### config.mk
export PLATFORM = sky130hd
export DESIGN_NAME = regfile_ctrl_flat
export DESIGN_NICKNAME = d
export VERILOG_FILES = /design/src/rtl/regfile_pkg.sv /design/src/rtl/regfile_ctrl_if.sv /design/src/rtl/reg_scoreboard.sv /design/src/rtl/regfile_ctrl.sv /design/src/flat_wrapper.sv
export SDC_FILE = /design/constraint.sdc
export NUM_CORES = 1
export LEC_CHECK = 0
export CORE_ASPECT_RATIO = 1.75
export CORE_MARGIN = 2
export CORE_UTILIZATION = 46
export CTS_BUF_LIST = sky130_fd_sc_hd__clkbuf_4 sky130_fd_sc_hd__clkbuf_8 sky130_fd_sc_hd__clkbuf_16
export CTS_CLUSTER_SIZE = 30
export DETAILED_ROUTE_END_ITERATION = 10
export PLACE_DENSITY_LB_ADDON = 0.12
export SLEW_MARGIN = 25
export SYNTH_ARGS = -nofsm -noshare
export SYNTH_HDL_FRONTEND = slang
export SYNTH_HIERARCHICAL = 1
export SYNTH_SLANG_ARGS = --single-unit
### constraint.sdc
create_clock -name clk -period 8.2 [get_ports clk]
set_input_delay 2.46 -clock clk [delete_from_list [all_inputs] [get_ports clk]]
set_output_delay 2.46 -clock clk [all_outputs]
set_load 0.02 [all_outputs]
### src/rtl/regfile_pkg.sv
// Shared widths, buffer state encoding and operand bundle layout for regfile_ctrl.
package regfile_pkg;

    localparam int unsigned DATA_W   = 8;
    localparam int unsigned ADDR_W   = 3;
    localparam int unsigned NUM_REGS = 8;

    typedef enum logic {
        BUF_EMPTY = 1'b0,
        BUF_FULL  = 1'b1
    } buf_state_e;

    typedef struct packed {
        logic [DATA_W-1:0] a;
        logic [DATA_W-1:0] b;
        logic [ADDR_W-1:0] rd;
        logic              we;
    } op_bundle_t;

endpackage

### src/rtl/regfile_ctrl_if.sv
// Decode, register-file, write-back and operand-bundle signals of regfile_ctrl.
interface regfile_ctrl_if;
    import regfile_pkg::*;

    logic              dec_valid;
    logic              dec_ready;
    logic [ADDR_W-1:0] dec_rs1;
    logic [ADDR_W-1:0] dec_rs2;
    logic [ADDR_W-1:0] dec_rd;
    logic              dec_we;

    logic [ADDR_W-1:0] rf_rs1;
    logic [ADDR_W-1:0] rf_rs2;
    logic [DATA_W-1:0] rf_rdata1;
    logic [DATA_W-1:0] rf_rdata2;
    logic              rf_we;
    logic [ADDR_W-1:0] rf_wa;
    logic [DATA_W-1:0] rf_wd;

    logic              wb_valid;
    logic [ADDR_W-1:0] wb_rd;
    logic [DATA_W-1:0] wb_data;

    logic              op_valid;
    logic              op_ready;
    logic [DATA_W-1:0] op_a;
    logic [DATA_W-1:0] op_b;
    logic [ADDR_W-1:0] op_rd;
    logic              op_we;

    modport slave (
        input  dec_valid, dec_rs1, dec_rs2, dec_rd, dec_we,
        input  rf_rdata1, rf_rdata2,
        input  wb_valid, wb_rd, wb_data,
        input  op_ready,
        output dec_ready, rf_rs1, rf_rs2, rf_we, rf_wa, rf_wd,
        output op_valid, op_a, op_b, op_rd, op_we
    );

    modport master (
        output dec_valid, dec_rs1, dec_rs2, dec_rd, dec_we,
        output rf_rdata1, rf_rdata2,
        output wb_valid, wb_rd, wb_data,
        output op_ready,
        input  dec_ready, rf_rs1, rf_rs2, rf_we, rf_wa, rf_wd,
        input  op_valid, op_a, op_b, op_rd, op_we
    );

endinterface

### src/rtl/reg_scoreboard.sv
// Pending-write scoreboard: one bit per register, plus the read/write hazard check.
module reg_scoreboard
    import regfile_pkg::*;
(
    input  logic              clk,
    input  logic              rst,
    input  logic [ADDR_W-1:0] i_rs1,
    input  logic [ADDR_W-1:0] i_rs2,
    input  logic [ADDR_W-1:0] i_rd,
    input  logic              i_rd_we,
    input  logic              i_set,
    input  logic              i_wb_valid,
    input  logic [ADDR_W-1:0] i_wb_rd,
    output logic              o_hazard_c
);

    logic [NUM_REGS-1:0] r_pending;
    logic [NUM_REGS-1:0] w_wb_hit;
    logic [NUM_REGS-1:0] w_set_vec;
    logic [NUM_REGS-1:0] w_live;

    always_comb begin
        w_wb_hit           = '0;
        w_set_vec          = '0;
        w_wb_hit[i_wb_rd]  = i_wb_valid;
        w_set_vec[i_rd]    = i_set;
    end

    // A write-back landing this cycle resolves the hazard on its register.
    assign w_live     = r_pending & ~w_wb_hit;
    assign o_hazard_c = w_live[i_rs1] | w_live[i_rs2] | (i_rd_we & w_live[i_rd]);

    // Set is applied after clear so a same-register collision stays pending.
    always_ff @(posedge clk) begin
        if (rst) begin
            r_pending <= '0;
        end else begin
            r_pending <= (r_pending & ~w_wb_hit) | w_set_vec;
        end
    end

endmodule

### src/rtl/regfile_ctrl.sv
// Operand-fetch stage: reads sources, forwards write-back data, tracks pending
// destinations and holds a one-entry operand bundle for the execute stage.
module regfile_ctrl
    import regfile_pkg::*;
(
    input  logic          clk,
    input  logic          rst,
    regfile_ctrl_if.slave bus
);

    buf_state_e r_state;
    buf_state_e w_state_nxt;
    op_bundle_t r_op;
    op_bundle_t w_op_nxt;
    logic       w_hazard;
    logic       w_dec_ready;
    logic       w_accept;
    logic       w_load;

    assign bus.rf_rs1 = bus.dec_rs1;
    assign bus.rf_rs2 = bus.dec_rs2;
    assign bus.rf_we  = bus.wb_valid & ~rst;
    assign bus.rf_wa  = bus.wb_rd;
    assign bus.rf_wd  = bus.wb_data;

    reg_scoreboard u_scoreboard (
        .clk        (clk),
        .rst        (rst),
        .i_rs1      (bus.dec_rs1),
        .i_rs2      (bus.dec_rs2),
        .i_rd       (bus.dec_rd),
        .i_rd_we    (bus.dec_we),
        .i_set      (w_accept & bus.dec_we),
        .i_wb_valid (bus.wb_valid),
        .i_wb_rd    (bus.wb_rd),
        .o_hazard_c (w_hazard)
    );

    assign w_dec_ready   = ((r_state == BUF_EMPTY) | bus.op_ready) & ~w_hazard & ~rst;
    assign w_accept      = bus.dec_valid & w_dec_ready;
    assign bus.dec_ready = w_dec_ready;

    // Operands bypass the register file when write-back targets the same register.
    always_comb begin
        w_op_nxt.a  = (bus.wb_valid && bus.wb_rd == bus.dec_rs1) ? bus.wb_data : bus.rf_rdata1;
        w_op_nxt.b  = (bus.wb_valid && bus.wb_rd == bus.dec_rs2) ? bus.wb_data : bus.rf_rdata2;
        w_op_nxt.rd = bus.dec_rd;
        w_op_nxt.we = bus.dec_we;
    end

    always_comb begin
        w_state_nxt = r_state;
        w_load      = 1'b0;
        unique case (r_state)
            BUF_EMPTY: begin
                if (w_accept) begin
                    w_state_nxt = BUF_FULL;
                    w_load      = 1'b1;
                end
            end
            BUF_FULL: begin
                if (w_accept) begin
                    w_load = 1'b1;
                end else if (bus.op_ready) begin
                    w_state_nxt = BUF_EMPTY;
                end
            end
            default: w_state_nxt = BUF_EMPTY;
        endcase
    end

    always_ff @(posedge clk) begin
        if (rst) begin
            r_state <= BUF_EMPTY;
        end else begin
            r_state <= w_state_nxt;
        end
    end

    always_ff @(posedge clk) begin
        if (rst) begin
            r_op <= '0;
        end else if (w_load) begin
            r_op <= w_op_nxt;
        end
    end

    assign bus.op_valid = (r_state == BUF_FULL);
    assign bus.op_a     = r_op.a;
    assign bus.op_b     = r_op.b;
    assign bus.op_rd    = r_op.rd;
    assign bus.op_we    = r_op.we;

endmodule
### src/flat_wrapper.sv
// flat-port wrapper written by rule: the top's interface ports become plain ports
module regfile_ctrl_flat import regfile_pkg::*;
  (clk, rst, bus_dec_valid, bus_dec_rs1, bus_dec_rs2, bus_dec_rd, bus_dec_we, bus_rf_rdata1, bus_rf_rdata2, bus_wb_valid, bus_wb_rd, bus_wb_data, bus_op_ready, bus_dec_ready, bus_rf_rs1, bus_rf_rs2, bus_rf_we, bus_rf_wa, bus_rf_wd, bus_op_valid, bus_op_a, bus_op_b, bus_op_rd, bus_op_we);
  regfile_ctrl_if bus_i ();
  input  logic clk;
  input  logic rst;
  input wire logic [$bits(bus_i.dec_valid)-1:0] bus_dec_valid;
  input wire logic [$bits(bus_i.dec_rs1)-1:0] bus_dec_rs1;
  input wire logic [$bits(bus_i.dec_rs2)-1:0] bus_dec_rs2;
  input wire logic [$bits(bus_i.dec_rd)-1:0] bus_dec_rd;
  input wire logic [$bits(bus_i.dec_we)-1:0] bus_dec_we;
  input wire logic [$bits(bus_i.rf_rdata1)-1:0] bus_rf_rdata1;
  input wire logic [$bits(bus_i.rf_rdata2)-1:0] bus_rf_rdata2;
  input wire logic [$bits(bus_i.wb_valid)-1:0] bus_wb_valid;
  input wire logic [$bits(bus_i.wb_rd)-1:0] bus_wb_rd;
  input wire logic [$bits(bus_i.wb_data)-1:0] bus_wb_data;
  input wire logic [$bits(bus_i.op_ready)-1:0] bus_op_ready;
  output wire logic [$bits(bus_i.dec_ready)-1:0] bus_dec_ready;
  output wire logic [$bits(bus_i.rf_rs1)-1:0] bus_rf_rs1;
  output wire logic [$bits(bus_i.rf_rs2)-1:0] bus_rf_rs2;
  output wire logic [$bits(bus_i.rf_we)-1:0] bus_rf_we;
  output wire logic [$bits(bus_i.rf_wa)-1:0] bus_rf_wa;
  output wire logic [$bits(bus_i.rf_wd)-1:0] bus_rf_wd;
  output wire logic [$bits(bus_i.op_valid)-1:0] bus_op_valid;
  output wire logic [$bits(bus_i.op_a)-1:0] bus_op_a;
  output wire logic [$bits(bus_i.op_b)-1:0] bus_op_b;
  output wire logic [$bits(bus_i.op_rd)-1:0] bus_op_rd;
  output wire logic [$bits(bus_i.op_we)-1:0] bus_op_we;
  assign bus_i.dec_valid = bus_dec_valid;
  assign bus_i.dec_rs1 = bus_dec_rs1;
  assign bus_i.dec_rs2 = bus_dec_rs2;
  assign bus_i.dec_rd = bus_dec_rd;
  assign bus_i.dec_we = bus_dec_we;
  assign bus_i.rf_rdata1 = bus_rf_rdata1;
  assign bus_i.rf_rdata2 = bus_rf_rdata2;
  assign bus_i.wb_valid = bus_wb_valid;
  assign bus_i.wb_rd = bus_wb_rd;
  assign bus_i.wb_data = bus_wb_data;
  assign bus_i.op_ready = bus_op_ready;
  assign bus_dec_ready = bus_i.dec_ready;
  assign bus_rf_rs1 = bus_i.rf_rs1;
  assign bus_rf_rs2 = bus_i.rf_rs2;
  assign bus_rf_we = bus_i.rf_we;
  assign bus_rf_wa = bus_i.rf_wa;
  assign bus_rf_wd = bus_i.rf_wd;
  assign bus_op_valid = bus_i.op_valid;
  assign bus_op_a = bus_i.op_a;
  assign bus_op_b = bus_i.op_b;
  assign bus_op_rd = bus_i.op_rd;
  assign bus_op_we = bus_i.op_we;
  regfile_ctrl u_core (.clk(clk), .rst(rst), .bus(bus_i));
endmodule
==> results by stage, run 1 <==
Status:
- The flow ran to the end, and the final reports show no timing, DRC or antenna violations.

Yosys:
- The number of unique standard cell types used by synthesis is 40.
- In the post-synthesis netlist, the cell with the most instances is dfxtp_1.
- The xor/xnor share of the synthesized area is 0.0765.
- After technology mapping, the gate count stands at 219.
- Of the total synthesized cell area, the portion taken by full adders, half adders and majority gates is 0.
- The simple-gate share of the synthesized area is 0.182.
- The post-synthesis sequential area ratio is 0.296.
- Sorting the synthesized cells by area gives the leading types as dfxtp_1 30%, a311oi_1 7.1%, o41ai_1 7.1%.
- The number of nets handed over by synthesis was 261.
- Summing every instance area after synthesis gives 0.00196 mm².
- The cell taking the most area after synthesis is dfxtp_1.
- The most used flip-flop cell after synthesis is dfxtp_1.
- The fraction of synthesis flops using an asynchronous set or reset pin is 0.
- The mux contribution to synthesized area is 0.0733.
- Counting flops and latches in the post-synthesis netlist gives 29.
- By count the netlist is led by 29 x dfxtp_1, 23 x a21oi_1, 20 x nand4_1.
- By area, the combinational part of the netlist is dominated by compound AO/OA/AOI/OAI gates.
- The compound-gate portion of the synthesized area is 0.270.
- The share of synthesized area in the top cell type comes to 0.296.
- Averaged over all synthesized cells, the footprint is 8.96 µm².
- The synthesized design contains 0 enable-type register cells.
- The total of warnings raised by yosys is 6.

Critical path:
- For the worst setup path, the data required time is 5.74 ns.
- The category of the worst setup path launch point is a primary input.
- Of all nets on the critical path, the largest fanout is 5.
- The kind of critical path is in -> out.
- The kind of capture point of the worst setup path is an output port.
- The signal on the critical path passes through clkdlybuf4s50_1 > or4b_1 > and2_4 > mux4_2 > o2111ai_2 > nand4_1 > nor2_1 > and2_1 > clkdlybuf4s50_1.
- The cell at the slowest stage of the critical path is clkdlybuf4s50_1.
- The most numerous cell type found on the critical path is clkdlybuf4s50_1.
- The data arrival time of the critical path is 5.47 ns.
- On the worst path, the slowest cell contributes a delay of 0.60 ns.

STA:
- The final critical path time including I/O delays and setup is 7.93 ns.
- The clock arrives with 0.00502 ns of skew.
- The transition time at the pin with the least slew margin is 0.752 ns.
- Summed over all failing endpoints, the final setup total negative slack is 0 ns.
- Setup repair after global routing left no endpoint under its margin.
- The ratio of final minimum period to clock period is 0.967.
- The highest attainable clock frequency is 126 MHz.
- Measured against its own limit, the worst slew margin works out to 0.499.
- The number of setup violations in the final report is 0.
- Across all setup checks in the final design, the least slack found is 0.269 ns.
- The final number of max-transition violations is 0.
- The final count of hold timing violations is 0.

Flow run:
- Max-cap violations in this run came to 0.

Clock tree:
- The total CTS buffers is 5.
- The master cell of the clock root buffer is clkbuf_8.
- The clock passes through at most 2 buffers.
- In this run, post-CTS repair resized a total of 0 instances.
- The number of hold buffers added after CTS was 0.
- CTS built an H-tree with a depth of 2.
- The clock latency on the worst-skew pair is 0.27 ns.
- The clock sink total is 29.
- The clock-pin slew of the registers on the worst-case setup and hold paths is 0.06 ns.
- Post-CTS timing repair inserted 0 buffers for setup.
- The clock tree from TritonCTS is built.

Global routing:
- The via count of the first global-routing pass is 2037.
- The initial antenna violation count is 0.
- The total overflow left after global routing is 0.
- Entering global routing, the biggest net connects 32 pins.
- The first-pass GRT wire length is 9650 µm.
- For this run, the total global-route usage over all layers was measured as 0.269.

Power:
- For this design the static power due to leakage is 0.947 nW.
- IR analysis of the VDD net gives a maximum drop of 0.103 mV.
- Dividing total power by cell area gives a power density of 148 mW/mm².
- Overall power consumption after layout is estimated at 0.000416 W.

Floorplanning:
- The die is 90.4 µm tall.
- The die covers 0.00483 mm².
- In this run the standard cell core region covers 0.00411 mm².
- In this run the horizontal extent of the chip is 53.4 µm.
- In this run the count of I/O pins placed on the die edge is 82.
- The starting density of the core is 0.477.
- The site row count is 31.

Hold path:
- The min-delay analysis places its worst path in the category reg -> reg.

Cells and area:
- The layout-stage area growth over the synthesis result is 43.1%.
- At the end of the flow, the number of nets in the layout was 328.
- The fraction of final layout cells with drive strength greater than 1 is 0.129.
- The antenna diode instance count is 0.
- The number of non-filler instances in the completed layout is 335.

Routing:
- The routed design has 6200 µm of wire.
- For this block, the initial DRC count from the detailed router was 93.
- The detailed-route vias per instance is 6.21.
- The number of detailed-routing iterations run before antenna repair is 4.
- For this run, design rule violations remaining after detail routing come to 0.
- The post-route antenna net violation count is 0.
- The mean routed wirelength per cell is 18.5 µm.
- The routed via count is 2079.

Placed design:
- The routability congestion estimate is 1.04.
- Once detailed placement completed, the half-perimeter wirelength came to 4680 µm.
- The instance count after placement with tap cells included is 328.
- The number of port buffers is 81.
- Timing analysis after detailed placement gives a worst setup slack of 0.293 ns.
[layout by cell type, fill, tap and decap left out, types with 2 or more instances in the layout]
cell / instances
nand3_1: 5
o31a_2: 2
nand4_1: 20
o41ai_1: 16
a21oi_1: 23
dfxtp_1: 29
o21ai_0: 2
nand2_1: 4
mux4_2: 2
o2111ai_1: 2
nor2_1: 7
mux2i_1: 2
inv_1: 5
mux2_2: 7
clkbuf_8: 6
a311oi_1: 16
xor2_2: 6
buf_4: 8
nor2b_1: 8
a31oi_1: 2
xnor2_1: 6
clkdlybuf4s50_1: 81
and2_1: 10
[cells by family after synthesis]
family	after synthesis
AND/OR/NAND/NOR	61
flip-flops	29
AO/OA/AOI/OAI	71
XOR/XNOR	12
buffers and inverters	35
multiplexers	11
[worst max-delay path, delay by kind of cell]
| family | cells | cell delay, ns |
|---|---|---|
| muxes | 1 | 0.47 |
| buffers and inverters | 2 | 1.07 |
| and+or+nand+nor | 5 | 1.29 |
| AOI/OAI and AO/OA | 1 | 0.17 |
[layer usage]
| metal | global-route usage | part of all wire | vias up | wire (µm) |
|---|---|---|---|---|
| met5 | 0 | 0 | - | 0 |
| met4 | 0.135 | 0.040 | 0 | 248 |
| met3 | 0.0480 | 0.046 | 22 | 285 |
| met2 | 0.501 | 0.56 | 96 | 3480 |
| met1 | 0.261 | 0.35 | 981 | 2180 |
| li1 | - | - | 980 | - |
[final timing paths]
kind | startpoint | end | slack (ns) | cells after the start
worst max-delay path | bus_wb_rd[1] | bus_dec_ready | 0.27 | 9
worst min-delay path | u_core/u_scoreboard/r_pending[7] | u_core/u_scoreboard/r_pending[7] | 0.52 | 2
worst max register to register | u_core/u_scoreboard/r_pending[3] | u_core/bus.op_rd[0] | 5.48 | 7
worst min register to register | u_core/u_scoreboard/r_pending[7] | u_core/u_scoreboard/r_pending[7] | 0.52 | 2
[sequential cells by signal, indices dropped and copies added, names as in the netlist]
name and count:
u_core/bus.op_b 8, u_core/u_scoreboard/r_pending 8, u_core/bus.op_rd 3, u_core/bus.op_we 1, u_core/bus.op_a 8, u_core/bus.op_valid 1
[report_power, final]
part	leakage [nW]	total (W)	internal (W)	switching, W
clock	0.0477	0.000120	0.0000697	0.0000504
sequential	0.239	0.000156	0.000151	0.00000529
combinational	0.661	0.000139	0.0000650	0.0000741
[cell type report]
cell class / count / area [µm²]
fillers: 381 / 1300
multi-input cells: 155 / 1180
repair buffers: 89 / 871
flip-flops and latches: 29 / 581
clock buffers: 7 / 90.1
well taps: 49 / 61.3
inverters: 6 / 22.5
[stage by stage]
stage                     instance area [µm²]   util  hold slack [ns]
final                                    2810  0.684            0.517
after global placement                   2720  0.661            0.489
after detailed placement                 2720  0.662            0.512
after CTS                                2810  0.684            0.521
after global routing                     2810  0.684            0.538
after floorplan                          1960      -            0.462
No activity file was read; power rests on OpenSTA's default activity.
==> inputs of run 2 (changes only) <==
- GPL_ROUTABILITY_DRIVEN: not set -> 0
==> run 2 against run 1 <==
  * Register-to-register slack hardly changed
  * Largest cell class unchanged
  * Routed wire length is 0.32% lower
  * Critical path depth stayed put
  * Setup slack worse by 0.027 ns
  * Maximum frequency is 0.34% lower
  * Via count is 0.53% lower
  * Sequential share of layout area is 0.092 points lower
  * Utilization is 0.30 points higher
  * Total power is 1.0% higher
  * Global-route usage is 0.20 points higher
  * Design area is 0.45% higher
  * First-iteration DRC count is 15% lower
  * Largest power group unchanged
==> results by stage, run 2 (synthesized netlist as in run 1, its figures left out) <==
Cells and area:
- Of the cells placed in the final design, the portion with a size suffix greater than 1 is 0.136.
- From synthesis to final layout, the design area changed by 43.8%.
- The library cell used most frequently in the layout, excluding fill and tap cells, is clkdlybuf4s50_1.
- The top cell types in the final layout, fill and taps aside, are 81 x clkdlybuf4s50_1, 29 x dfxtp_1, 23 x a21oi_1, 20 x nand4_1.
- The repair_antennas step left the layout with diodes totalling 0.
- In the final design database the tool counted 329 nets.
- Excluding fillers, the count of instances in the completed layout stands at 336.

Routing:
- The number of detailed-routing iterations run before antenna repair is 4.
- In this run the top signal layer used is met4.
- The routed layout has 2068 vias.
- The total wirelength of the detailed-routed design is 6180 µm.
- After detailed routing, the met3 layer carries 372 µm of wire.
- In the detailed route, the total length drawn on met2 is 3500 µm.
- For this block, the initial DRC count from the detailed router was 79.
- The wire length on met1 is 2090 µm.
- The detailed-route vias per instance is 6.15.
- The post-route DRC violation count is 0.
- The post-route antenna net violation count is 0.
- Dividing the detail-routed wire length by the instance count gives 18.4 µm.

Floorplanning:
- The die area is 0.00483 mm².
- The die width is 53.4 µm.
- The vertical die dimension is 90.4 µm.
- The starting density of the core is 0.477.
- The I/O pin total is 82.
- The site row count is 31.
- The core region area is 0.00411 mm².

Clock tree:
- The clock passes through at most 2 buffers.
- The count of buffers added by post-CTS timing repair for setup is 0.
- The clock reaches the later pin of the worst-skew pair after 0.28 ns.
- The maximum level of the CTS H-tree is 2.
- TritonCTS built the clock tree.
- The number of clock buffers added by TritonCTS is 5.
- The clock sink total is 29.
- The master cell of the clock root buffer is clkbuf_8.
- For this design, the CTS-stage hold fixing added 0 buffers.
- Post-CTS repair changed the size of 0 cells.
- After clock tree synthesis, the clock-pin slew on the worst setup and hold paths is 0.06 ns.

STA:
- The highest attainable clock frequency is 126 MHz.
- The clock skew is 0.00497 ns.
- Dividing the final minimum period by the clock period gives 0.971.
- In the final timing run, aggregate negative setup slack is 0 ns.
- The remaining max-slew budget at the tightest pin is 0.497.
- Setup repair after global routing left no endpoint under its margin.
- The final critical path time including I/O delays and setup is 7.96 ns.
- The number of setup violations in the final report is 0.
- The final number of max-transition violations was 0.
- The final count of hold timing violations is 0.
- For the pin with the worst max-slew slack, the measured transition is 0.754 ns.

Critical path:
- The critical path is of the in -> out type.
- For the worst setup path, the data arrival time is 5.50 ns.
- On the worst path, the slowest cell contributes a delay of 0.59 ns.
- Data on the critical path is required at its endpoint by 5.74 ns.
- Walking the worst path, the cells encountered are clkdlybuf4s50_1 > or4b_1 > and2_4 > mux4_2 > o2111ai_2 > nand4_1 > nor2_1 > and2_1 > clkdlybuf4s50_1.
- The setup slack of the worst register-to-register path is 5.47 ns.
- The most numerous cell type found on the critical path is clkdlybuf4s50_1.
- The category of the worst setup path launch point is a primary input.
- Along the worst path, the maximum fanout reaches 4.
- The cell at the slowest stage of the critical path is clkdlybuf4s50_1.
- The kind of capture point of the worst setup path is an output port.

Global routing:
- The initial antenna violation count is 0.
- For this run the aggregate overflow at the end of global routing stands at 0.
- The via count of the first global-routing pass is 1953.
- Across every metal layer, demand over resource in global routing totals 0.271.
- The first global-routing pass estimated 9650 µm of wire.
- Entering global routing, the biggest net connects 32 pins.

Power:
- The power density over the cells is 149 mW/mm².
- In this run the static leakage power is 0.952 nW.
- The maximum VDD drop is 0.139 mV.

Placed design:
- The number of port buffers is 81.
- The number of placed instances, taps included, is 329.
- The detailed placer's ending HPWL is 4740 µm.

Flow run:
- Max-cap violations in this run came to 0.

Status:
- The run finished with clean final reports.

Hold path:
- In this run the worst hold path is classified as reg -> reg.
==> run 2: changes by cell type in the layout (fill, tap and decap cells not counted), sizes merged <==
cell | before | now
buf | 8 | 9
==> run 2: worst paths after layout <==
| path | startpoint | depth (start not counted) | to |
|---|---|---|---|
| worst max register to register | u_core/u_scoreboard/r_pending[3] | 7 | u_core/bus.op_rd[2] |
| worst min-delay path | u_core/bus.op_b[6] | 2 | u_core/bus.op_b[6] |
| worst min register to register | u_core/bus.op_b[6] | 2 | u_core/bus.op_b[6] |
| worst max-delay path | bus_wb_rd[0] | 9 | bus_dec_ready |
==> run 2: cell type report <==
class / count / area, µm²
fillers: 362 / 1290
multi-input cells: 155 / 1190
repair buffers: 90 / 878
flip-flops and latches: 29 / 581
clock buffers: 7 / 90.1
inverters: 6 / 22.5
well taps: 49 / 61.3
==> run 2: stage by stage <==
| step | utilization | setup slack [ns] | area (µm²) | hold slack (ns) | power [W] |
|---|---|---|---|---|---|
| after global placement | 0.663 | 0.320 | 2730 | 0.501 | 0.000297 |
| after global routing | 0.687 | 0.0345 | 2820 | 0.542 | 0.000439 |
| after detailed placement | 0.663 | 0.233 | 2730 | 0.506 | 0.000298 |
| final | 0.687 | 0.242 | 2820 | 0.518 | 0.000420 |
| after floorplan | - | 1.42 | 1960 | 0.462 | 0.000233 |
| after CTS | 0.685 | 0.234 | 2820 | 0.515 | 0.000423 |
==> run 2: critical path: cells and delay by family <==
| family | cells | cell delay (ns) |
|---|---|---|
| and+or+nand+nor | 5 | 1.26 |
| buffers and inverters | 2 | 1.11 |
| muxes | 1 | 0.48 |
| AOI/OAI and AO/OA | 1 | 0.17 |
==> run 2: per-layer routing <==
| layer | vias up | global-route usage |
|---|---|---|
| li1 | 984 | - |
| met1 | 968 | 0.283 |
| met2 | 101 | 0.496 |
| met3 | 15 | 0.0430 |
| met4 | 0 | 0.122 |
| met5 | - | 0 |
==> run 2: where the power goes <==
group          switching [W]  internal (W)  total [W]
sequential        0.00000530      0.000151   0.000156
combinational      0.0000746     0.0000653   0.000140
clock              0.0000538     0.0000698   0.000124
